==> src/rtl/seg_frame_capture.sv <==
// Loop-back monitor for a multiplexed four-digit seven-segment bus: waits for each digit dwell
// to settle, decodes the glyph and publishes a coherent frame once all four digits are seen.
module seg_frame_capture #(
  parameter int unsigned SETTLE  = 16,
  parameter int unsigned TIMEOUT = 100000
) (
  input  logic       clk,
  input  logic       reset_n,
  input  logic [3:0] an,
  input  logic [6:0] out_seg,
  input  logic       dp,
  output logic [3:0] dig3,
  output logic [3:0] dig2,
  output logic [3:0] dig1,
  output logic [3:0] dig0,
  output logic [3:0] dig_err,
  output logic [3:0] dp_out,
  output logic       frame_stb,
  output logic       stale
);

  localparam int unsigned CntW  = $clog2(SETTLE + 1);
  localparam int unsigned IdleW = $clog2(TIMEOUT + 1);
  localparam logic [CntW-1:0]  SettleMax = CntW'(SETTLE);
  localparam logic [CntW-1:0]  SettleM1  = CntW'(SETTLE - 1);
  localparam logic [IdleW-1:0] IdleMax   = IdleW'(TIMEOUT);

  logic [3:0]       s_an_q, s_an_d;
  logic [6:0]       s_seg_q, s_seg_d;
  logic             s_dp_q, s_dp_d;
  logic [CntW-1:0]  cnt_q, cnt_d;
  logic [IdleW-1:0] idle_q, idle_d;
  logic [3:0]       seen_q, seen_d;
  logic [3:0][3:0]  shadow_q, shadow_d;
  logic [3:0]       err_sh_q, err_sh_d;
  logic [3:0]       dp_sh_q, dp_sh_d;
  logic [3:0][3:0]  dig_q, dig_d;
  logic [3:0]       dig_err_q, dig_err_d;
  logic [3:0]       dp_out_q, dp_out_d;
  logic             frame_stb_q, frame_stb_d;

  logic       sel_valid, changed, capture, publish;
  logic [3:0] sel_oh;
  logic [4:0] dec;

  // Returns {illegal, value}; anything outside the sixteen glyphs decodes to 0 with the flag set.
  function automatic logic [4:0] decode(input logic [6:0] seg);
    logic [4:0] r;
    case (seg)
      7'h40:   r = 5'h00;
      7'h79:   r = 5'h01;
      7'h24:   r = 5'h02;
      7'h30:   r = 5'h03;
      7'h19:   r = 5'h04;
      7'h12:   r = 5'h05;
      7'h02:   r = 5'h06;
      7'h78:   r = 5'h07;
      7'h00:   r = 5'h08;
      7'h10:   r = 5'h09;
      7'h08:   r = 5'h0a;
      7'h03:   r = 5'h0b;
      7'h46:   r = 5'h0c;
      7'h21:   r = 5'h0d;
      7'h06:   r = 5'h0e;
      7'h0e:   r = 5'h0f;
      default: r = 5'h10;
    endcase
    return r;
  endfunction

  always_comb begin
    s_an_d    = an;
    s_seg_d   = out_seg;
    s_dp_d    = dp;
    sel_valid = $onehot(~an);
    changed   = {an, out_seg, dp} != {s_an_q, s_seg_q, s_dp_q};
    if (changed || !sel_valid) begin
      cnt_d = '0;
    end else if (cnt_q != SettleMax) begin
      cnt_d = cnt_q + 1'b1;
    end else begin
      cnt_d = cnt_q;
    end
    // Only the SETTLE-1 -> SETTLE step captures, so a long dwell is taken once.
    capture = !changed && sel_valid && (cnt_q == SettleM1);
    sel_oh  = ~s_an_q;
    dec     = decode(s_seg_q);
  end

  always_comb begin
    shadow_d    = shadow_q;
    err_sh_d    = err_sh_q;
    dp_sh_d     = dp_sh_q;
    seen_d      = seen_q;
    publish     = 1'b0;
    if (capture) begin
      for (int i = 0; i < 4; i++) begin
        if (sel_oh[i]) begin
          shadow_d[i] = dec[3:0];
          err_sh_d[i] = dec[4];
          dp_sh_d[i]  = ~s_dp_q;
        end
      end
      seen_d = seen_q | sel_oh;
      if (seen_d == 4'hf) begin
        publish = 1'b1;
        seen_d  = '0;
      end
    end
    dig_d       = publish ? shadow_d : dig_q;
    dig_err_d   = publish ? err_sh_d : dig_err_q;
    dp_out_d    = publish ? dp_sh_d : dp_out_q;
    frame_stb_d = publish;
    if (capture) begin
      idle_d = '0;
    end else if (idle_q != IdleMax) begin
      idle_d = idle_q + 1'b1;
    end else begin
      idle_d = idle_q;
    end
  end

  always_ff @(posedge clk or negedge reset_n) begin
    if (!reset_n) begin
      s_an_q      <= '1;
      s_seg_q     <= '0;
      s_dp_q      <= 1'b0;
      cnt_q       <= '0;
      idle_q      <= '0;
      seen_q      <= '0;
      shadow_q    <= '0;
      err_sh_q    <= '0;
      dp_sh_q     <= '0;
      dig_q       <= '0;
      dig_err_q   <= '0;
      dp_out_q    <= '0;
      frame_stb_q <= 1'b0;
    end else begin
      s_an_q      <= s_an_d;
      s_seg_q     <= s_seg_d;
      s_dp_q      <= s_dp_d;
      cnt_q       <= cnt_d;
      idle_q      <= idle_d;
      seen_q      <= seen_d;
      shadow_q    <= shadow_d;
      err_sh_q    <= err_sh_d;
      dp_sh_q     <= dp_sh_d;
      dig_q       <= dig_d;
      dig_err_q   <= dig_err_d;
      dp_out_q    <= dp_out_d;
      frame_stb_q <= frame_stb_d;
    end
  end

  assign dig3      = dig_q[3];
  assign dig2      = dig_q[2];
  assign dig1      = dig_q[1];
  assign dig0      = dig_q[0];
  assign dig_err   = dig_err_q;
  assign dp_out    = dp_out_q;
  assign frame_stb = frame_stb_q;
  assign stale     = (idle_q == IdleMax);

endmodule

==> config.mk <==
export PLATFORM = sky130hd
export DESIGN_NAME = seg_frame_capture
export DESIGN_NICKNAME = d
export VERILOG_FILES = /design/src/rtl/seg_frame_capture.sv
export SDC_FILE = /design/constraint.sdc
export NUM_CORES = 1
export LEC_CHECK = 0
export CORE_ASPECT_RATIO = 1.5
export CORE_MARGIN = 2
export CORE_UTILIZATION = 35
export CTS_BUF_LIST = sky130_fd_sc_hd__clkbuf_16
export CTS_CLUSTER_DIAMETER = 120
export CTS_CLUSTER_SIZE = 8
export DETAILED_ROUTE_END_ITERATION = 10
export PLACE_DENSITY = 0.58
export SKIP_LAST_GASP = 1
export SLEW_MARGIN = 15
export SYNTH_ARGS = -nofsm -noshare
export SYNTH_HDL_FRONTEND = slang
export SYNTH_SLANG_ARGS = --single-unit
==> constraint.sdc <==
create_clock -name clk -period 3.2 [get_ports clk]
set_clock_uncertainty 0.2 [all_clocks]
set_input_delay 0.96 -clock clk [delete_from_list [all_inputs] [get_ports clk]]
set_output_delay 0.96 -clock clk [all_outputs]
set_load 0.02 [all_outputs]
==> metrics.yaml, run 1 <==
outcome: "complete, but fails checks"
violations: "negative setup slack"
yosys_warnings: 0
end_kind: "flip-flop"
syn_nets: 389
drtIter0Drc: 77
insertion_delay_ns: 0.33
layout-drive-gt1-share: 0.2769
min_period_ns: 3.358
path_cells: "buf_6 -> fa_1 -> inv_1 -> ha_2 -> ha_4 -> nor3b_2 -> and4_4 -> and4_1 -> buf_6 -> mux2_4 -> mux2_4"
yosysSeqAreaShare: 0.5181
syn_area_mm2: 0.004212
cts_hold_buf: 0
crit_type: "input pin to flip-flop"
synth.area.top_cells: "dfrtp_1 (49%), mux2_2 (6.4%), xnor2_1 (4.8%)"
cp_data_required_time_ns: 3.22
crit_family: "adder cells"
tightest_slew_ns: 0.5620
cp.arrival_ns: 3.37
nFillCells: 1165
async_reset_ff_frac: 1.000
p_per_area_mw_per_mm2: 419.7
hold_class: "flip-flop to flip-flop"
p_leak_nw: 2.482
dp_hpwl_um: 6233
cp_max_fo: 6
yosysUniqueCellTypes: 51
clockBufferDepth: 2
grt_overflow_total: 0
top_layer: "met4"
core_area_mm2: 0.01189
die-area_mm2: 0.01294
drtPass1Iterations: 4
yosysTopAreaCellShare: 0.4932
remaining_drc_errors: 0
dp_slack_ns: -1.009
combPwrFrac: 0.071
cts_tree: "done"
ant_nets: 0
fin_ws_ns: -0.1584
start_util: 0.3541
ir_drop_v: 0.0002295
io-pin-count: 40
synth-edff-count: 0
fin_cells: 590
setup_viol: 21
diodes: 0
max_stage_delay_ns: 0.52
synth_seq_cells: 87
avgSynthCellArea_um2: 11.48
pwr-share-clk: 0.409
maxCapViolations: 0
path_buf_inv: 3
max_freq_mhz: 297.8
antenna_found_initial: 0
place_inst: 567
wl_per_cell_um: 14.98
startpoint_type: "input pin"
via_per_inst: 4.997
die_y_um: 138.4
hold_ws_ns: 0.2693
synth_area_leader_cell: "dfrtp_1"
critPathSlowestCell: "fa_1"
grt_start_max_net_pins: 72
cts_buffers: 9
rows: 49
port_buffers: 39
grt_pass1_wl_um: 15240
htree_levels: 3
syn-instance-count: 367
p_seq_frac: 0.521
drv_slew: 0
synthToLayoutAreaGrowth_pct: 27.57
vias: 2948
post-route-period-util: 1.050
drt-total-wl_um: 8841
clock_sinks: 87
wl_met3_um: 232
grt_pass1_vias: 2977
rsz0062_at_grt: "yes"
p_sw_frac: 0.2376
max-slew-margin-rel: 0.6245
die_w_um: 93.57
finalHoldViolCount: 0
synth_ff_type: "dfrtp_1"
wl_met2_um: 4412
place.gp.congestion: 0.7725
finish.net_count: 455
clk_pin_slew_ns: 0.06
wl_met1_um: 4076
p_sw_uw: 535.8
intPower_mw: 1.719
root_buffer: "clkbuf_16"
grt.total_usage: 0.1485
## metal layers
metal	up-vias	global-route usage
li1	1414	-
met1	1481	0.2053
met2	45	0.2321
met5	-	0
met3	8	0.02507
met4	0	0.05950
## cell type report
class                      instances  area (um2)  area share
sequential                        87        2182      0.4061
timing repair buffer              74       698.2      0.1299
tap                              153       191.4     0.03563
clock inverter                     6       30.03    0.005589
clock buffer                       9       225.2     0.04192
inverter                          23       86.33     0.01607
multi-input combinational        238        1959      0.3647
## cells in the mapped netlist, types with 2 or more instances
cell type and number:
o21ai_0 3, buf_4 3, or3b_2 4, buf_2 10
mux2_1 8, nor4b_1 3, mux2i_1 6, nand4_1 13
dfstp_2 4, a211oi_1 5, xnor2_1 23, or4_1 3
and4_1 11, mux2_4 4, xor2_1 8, and4b_1 3
buf_6 3, nand3b_1 2, clkbuf_1 3, mux2_2 24
nor3b_1 3, a21oi_1 9, o21ba_2 4, nand2_1 18
ha_1 7, inv_1 23, nor2_1 29, a211o_1 2
nand3_1 12, and3_1 7, dfrtp_1 83, nor3_1 6
nor4_1 3
## stage by stage
step / cell area [um2] / setup TNS [ns] / power [mW] / util
after floorplan: 4348 / -14.79 / 1.273 / -
after global placement: 4992 / -58.34 / 1.349 / 0.4197
after detailed placement: 4992 / -60.68 / 1.353 / 0.4197
after global routing: 5373 / -3.843 / 2.360 / 0.4517
after CTS: 5330 / -2.324 / 2.287 / 0.4481
final: 5373 / -2.599 / 2.255 / 0.4517
## power by group through the flow
stage	Combinational [mW]	Sequential, mW	Clock, mW
2_1_floorplan	0.0989	1.17	0
3_5_place_dp	0.159	1.19	0
6_report	0.159	1.17	0.921
3_3_place_gp	0.156	1.19	0
5_1_grt	0.180	1.18	1.00
4_1_cts	0.161	1.17	0.952
## placed cells by master, fill, tap and decap left out, types with 4 or more instances in the layout
master	synthesis	routed
dfrtp_1	83	83
clkdlybuf4s50_1	0	34
nor2_1	29	28
buf_4	3	27
inv_1	23	24
xnor2_1	23	23
mux2_4	4	22
nand2_1	18	18
mux2_2	24	14
nand4_1	13	13
nand3_1	12	11
and4_1	11	9
clkbuf_16	0	9
xor2_1	8	8
buf_6	3	8
and3_1	7	7
a21oi_1	9	7
nor3_1	6	6
mux2i_1	6	6
ha_1	7	5
or3b_2	4	4
dfstp_2	4	4
## flip-flops by register name (all words and copies together) (netlist names), 5 cells and up
register	flops
idle_q	17
shadow_q	16
s_seg_q	7
cnt_q	5
## kinds of logic after synthesis
| family | count (synthesis) | share of synthesized area |
|---|---|---|
| mux | 42 | 0.1141 |
| flops | 87 | 0.5181 |
| xor+xnor | 31 | 0.06447 |
| simple gates | 129 | 0.1815 |
| fa+ha+maj | 8 | 0.02555 |
| buf+inv | 42 | 0.04842 |
| compound gates | 28 | 0.04784 |
## worst paths after layout
kind                             start      endpoint  slack (ns)  cells past startpoint
max                              an[1]       dig3[3]       -0.16                     11
min                        err_sh_q[2]   err_sh_q[2]        0.27                      2
max reg2reg                   cnt_q[1]       dig1[3]        0.65                      8
min reg2reg                err_sh_q[2]   err_sh_q[2]        0.27                      2
max in group asynchronous      reset_n     s_an_q[2]        1.83                      2
min in group asynchronous      reset_n  shadow_q[11]        0.29                      1
## worst min-delay path, delay by kind of cell, from the launching register on
| kind | cells | cell delay (ns) |
|---|---|---|
| and+or+nand+nor | 2 | 0.09 |
| DFF | 1 | 0.35 |
## what timing repair did
action,in CTS,in global routing
setup buffers,7,5
pin swaps,10,4
gates resized for setup,34,8
endpoints found under the setup margin,76,41
gates cloned,1,0
(Power assumes the default switching activity.)
==> inputs of run 2 (changes only) <==
--- a/config.mk
+++ b/config.mk
@@ -14,7 +14,6 @@
 export DETAILED_ROUTE_END_ITERATION = 10
 export PLACE_DENSITY = 0.58
 export SKIP_LAST_GASP = 1
-export SLEW_MARGIN = 15
 export SYNTH_ARGS = -nofsm -noshare
 export SYNTH_HDL_FRONTEND = slang
 export SYNTH_SLANG_ARGS = --single-unit
==> results of run 2 <==
No change in the layout: final DEF, timing and power equal those of run 1.
==> inputs of run 3 (changes only) <==
--- a/config.mk
+++ b/config.mk
@@ -12,7 +12,8 @@
 export CTS_CLUSTER_DIAMETER = 120
 export CTS_CLUSTER_SIZE = 8
 export DETAILED_ROUTE_END_ITERATION = 10
-export PLACE_DENSITY = 0.58
+export DONT_BUFFER_PORTS = 1
+export PLACE_DENSITY = 0.54
 export SKIP_LAST_GASP = 1
 export SYNTH_ARGS = -nofsm -noshare
 export SYNTH_HDL_FRONTEND = slang
==> run 3 against run 2 <==
  * The run still ends with negative setup slack left
  * Hold slack got worse by 0.17 ns
  * Highest routed layer unchanged
  * Count of clock-buffer cells in the layout unchanged
  * Register-to-register slack improved by 0.03 ns
  * Fmax increased by 4.0%
==> metrics.yaml, run 3 (synthesized netlist as in run 1, its figures left out) <==
drt-total-wl_um: 8625  # -2.4%
dpl_cell_area_mm2: 0.004542  # -9.0%
max_freq_mhz: 309.5  # +4.0%
grt_pass1_wl_um: 14260  # -6.5%
end_kind: "flip-flop"
io-pin-count: 40  # unchanged
grt.total_usage: 0.1414  # -0.007176
multi_input_area_mm2: 0.001976  # +0.83%
htree_levels: 3  # unchanged
die_y_um: 138.4  # unchanged
start_util: 0.3541  # unchanged
fin_ws_ns: -0.03052  # +0.1279 ns
place_inst: 518  # -8.6%
timing.rr.start: "cnt_q[1]"
post-route-period-util: 1.010  # -0.03996
tightest_slew_ns: 0.5452  # -0.01675 ns
layout-drive-gt1-share: 0.2494  # -0.02754
remaining_drc_errors: 0  # unchanged
dp_slack_ns: -0.5700  # +0.4392 ns
insertion_delay_ns: 0.34  # about the same
p_sw_uw: 548.1  # +2.3%
reg_top3: "idle_q x17, shadow_q x16, s_seg_q x7"
hold_class: "input pin to asynchronous set/reset pin"
dp_hpwl_um: 6038  # -3.1%
final_common_cell: "dfrtp_1"
crit_type: "input pin to flip-flop"
min_period_ns: 3.231  # -0.1279 ns
p_seq_frac: 0.500  # -0.021
fin_cells: 538  # -8.8%
grt_start_max_net_pins: 88  # +22%
r2r_end: "dig0[1]"
finish.utilization: 0.4138  # -0.03787
setup_viol: 15  # -29%
clk_pin_slew_ns: 0.07  # about the same
grt_pass1_vias: 2718  # -8.7%
combPwrFrac: 0.049  # -0.022
port_buffers: 0  # -100%
layout_common_cells: "dfrtp_1 (83), mux2_4 (34), nor2_1 (29)"
regArea_mm2: 0.002182  # unchanged
nFillCells: 1145  # -1.7%
synthToLayoutAreaGrowth_pct: 16.87
drv_slew: 0  # unchanged
ir_drop_v: 0.0002251  # -1.9%
cp_max_fo: 6  # unchanged
fin_area_mm2: 0.004922  # -8.4%
finalHoldViolCount: 0  # unchanged
cp_data_required_time_ns: 3.22  # about the same
antenna_found_initial: 0  # unchanged
clock_sinks: 87  # unchanged
largest-register: "idle_q"
reg2reg_depth: 8  # unchanged
cts_tree: "done"
die_w_um: 93.57  # unchanged
cts_buffers: 9  # unchanged
largest_reg_flops: 17  # unchanged
p_sw_frac: 0.2337  # -0.003927
drtIter0Drc: 80  # +3.9%
ant_nets: 0  # unchanged
grt_overflow_total: 0  # unchanged
rows: 49  # unchanged
startpoint_type: "input pin"
p_leak_nw: 2.311  # -6.9%
clockBufferDepth: 2  # unchanged
outcome: "complete, but fails checks"
violations: "negative setup slack"
die-area_mm2: 0.01294  # unchanged
cp.arrival_ns: 3.26  # -0.11 ns
rrSetupSlack_ns: 0.68  # +0.03 ns
place.gp.congestion: 0.7355  # -4.8%
vias: 2684  # -9.0%
rsz0062_at_grt: "yes"
maxCapViolations: 0  # unchanged
root_buffer: "clkbuf_16"
core_area_mm2: 0.01189  # unchanged
wl_per_cell_um: 16.03  # +7.0%
max-slew-margin-rel: 0.6337  # +0.009178
drtPass1Iterations: 4  # unchanged
p_per_area_mw_per_mm2: 476.5  # +14%
diodes: 0  # unchanged
pwr-share-clk: 0.451  # +0.042
finish.net_count: 402  # -12%
intPower_mw: 1.797  # +4.6%
via_per_inst: 4.989  # -0.16%
[run 3: layout make-up]
cell class	instances	share of cell area
Sequential cell	87	0.4433
Clock buffer	9	0.04575
Tap cell	153	0.03889
Clock inverter	7	0.01449
Timing Repair Buffer	21	0.03864
Multi-Input combinational cell	238	0.4014
Inverter	23	0.01754
[run 3: worst max-delay path by stage]
stage	start	to	slack [ns]	depth (start not counted)
finish	an[0]	dig1[3]	-0.03	10
CTS	an[0]	dig0[1]	-0.03	10
floorplan	an[0]	dp_out[0]	-0.43	11
global route	an[0]	dig0[0]	-0.11	10
detailed placement	an[0]	dig3[2]	-0.57	10
global placement	an[0]	dig3[1]	-0.52	10
[run 3: power groups by stage]
stage                     Combinational, mW  Clock (mW)  Sequential [mW]
final                                 0.115        1.06             1.17
after global routing                  0.128        1.13             1.18
after CTS                             0.112        1.08             1.17
after detailed placement              0.105           0             1.19
after global placement                0.103           0             1.19
after floorplan                      0.0989           0             1.17
[run 3: critical path, cell delays in order]
cell	delay (ns)
fa_1	0.51
inv_1	0.04
ha_2	0.17
ha_4	0.22
nor3b_4	0.18
and4_4	0.27
and4_1	0.19
buf_6	0.14
mux2_4	0.31
mux2_2	0.26
[run 3: stage by stage]
step | total power, mW | hold WS, ns | setup TNS [ns]
final | 2.346 | 0.1012 | -0.2542
after global routing | 2.436 | 0.08289 | -2.117
after CTS | 2.364 | 0.09546 | -0.3048
after detailed placement | 1.298 | 0.2590 | -26.14
after global placement | 1.295 | 0.2505 | -24.60
after floorplan | 1.273 | 0.2395 | -14.79
[run 3: repair_timing]
action	4_1_cts	5_1_grt
endpoints found under the setup margin	22	26
resized for setup	10	12
hold buffers	0	0
buffers inserted	3	3
endpoints found under the hold margin	0	0
pin swaps	3	1
[run 3: layer usage]
| metal | global-route usage | share of wire | vias up |
|---|---|---|---|
| li1 | - | - | 1309 |
| met1 | 0.1903 | 0.46 | 1320 |
| met2 | 0.2162 | 0.47 | 45 |
| met3 | 0.04469 | 0.048 | 10 |
| met4 | 0.04805 | 0.016 | 0 |
| met5 | 0 | 0 | - |
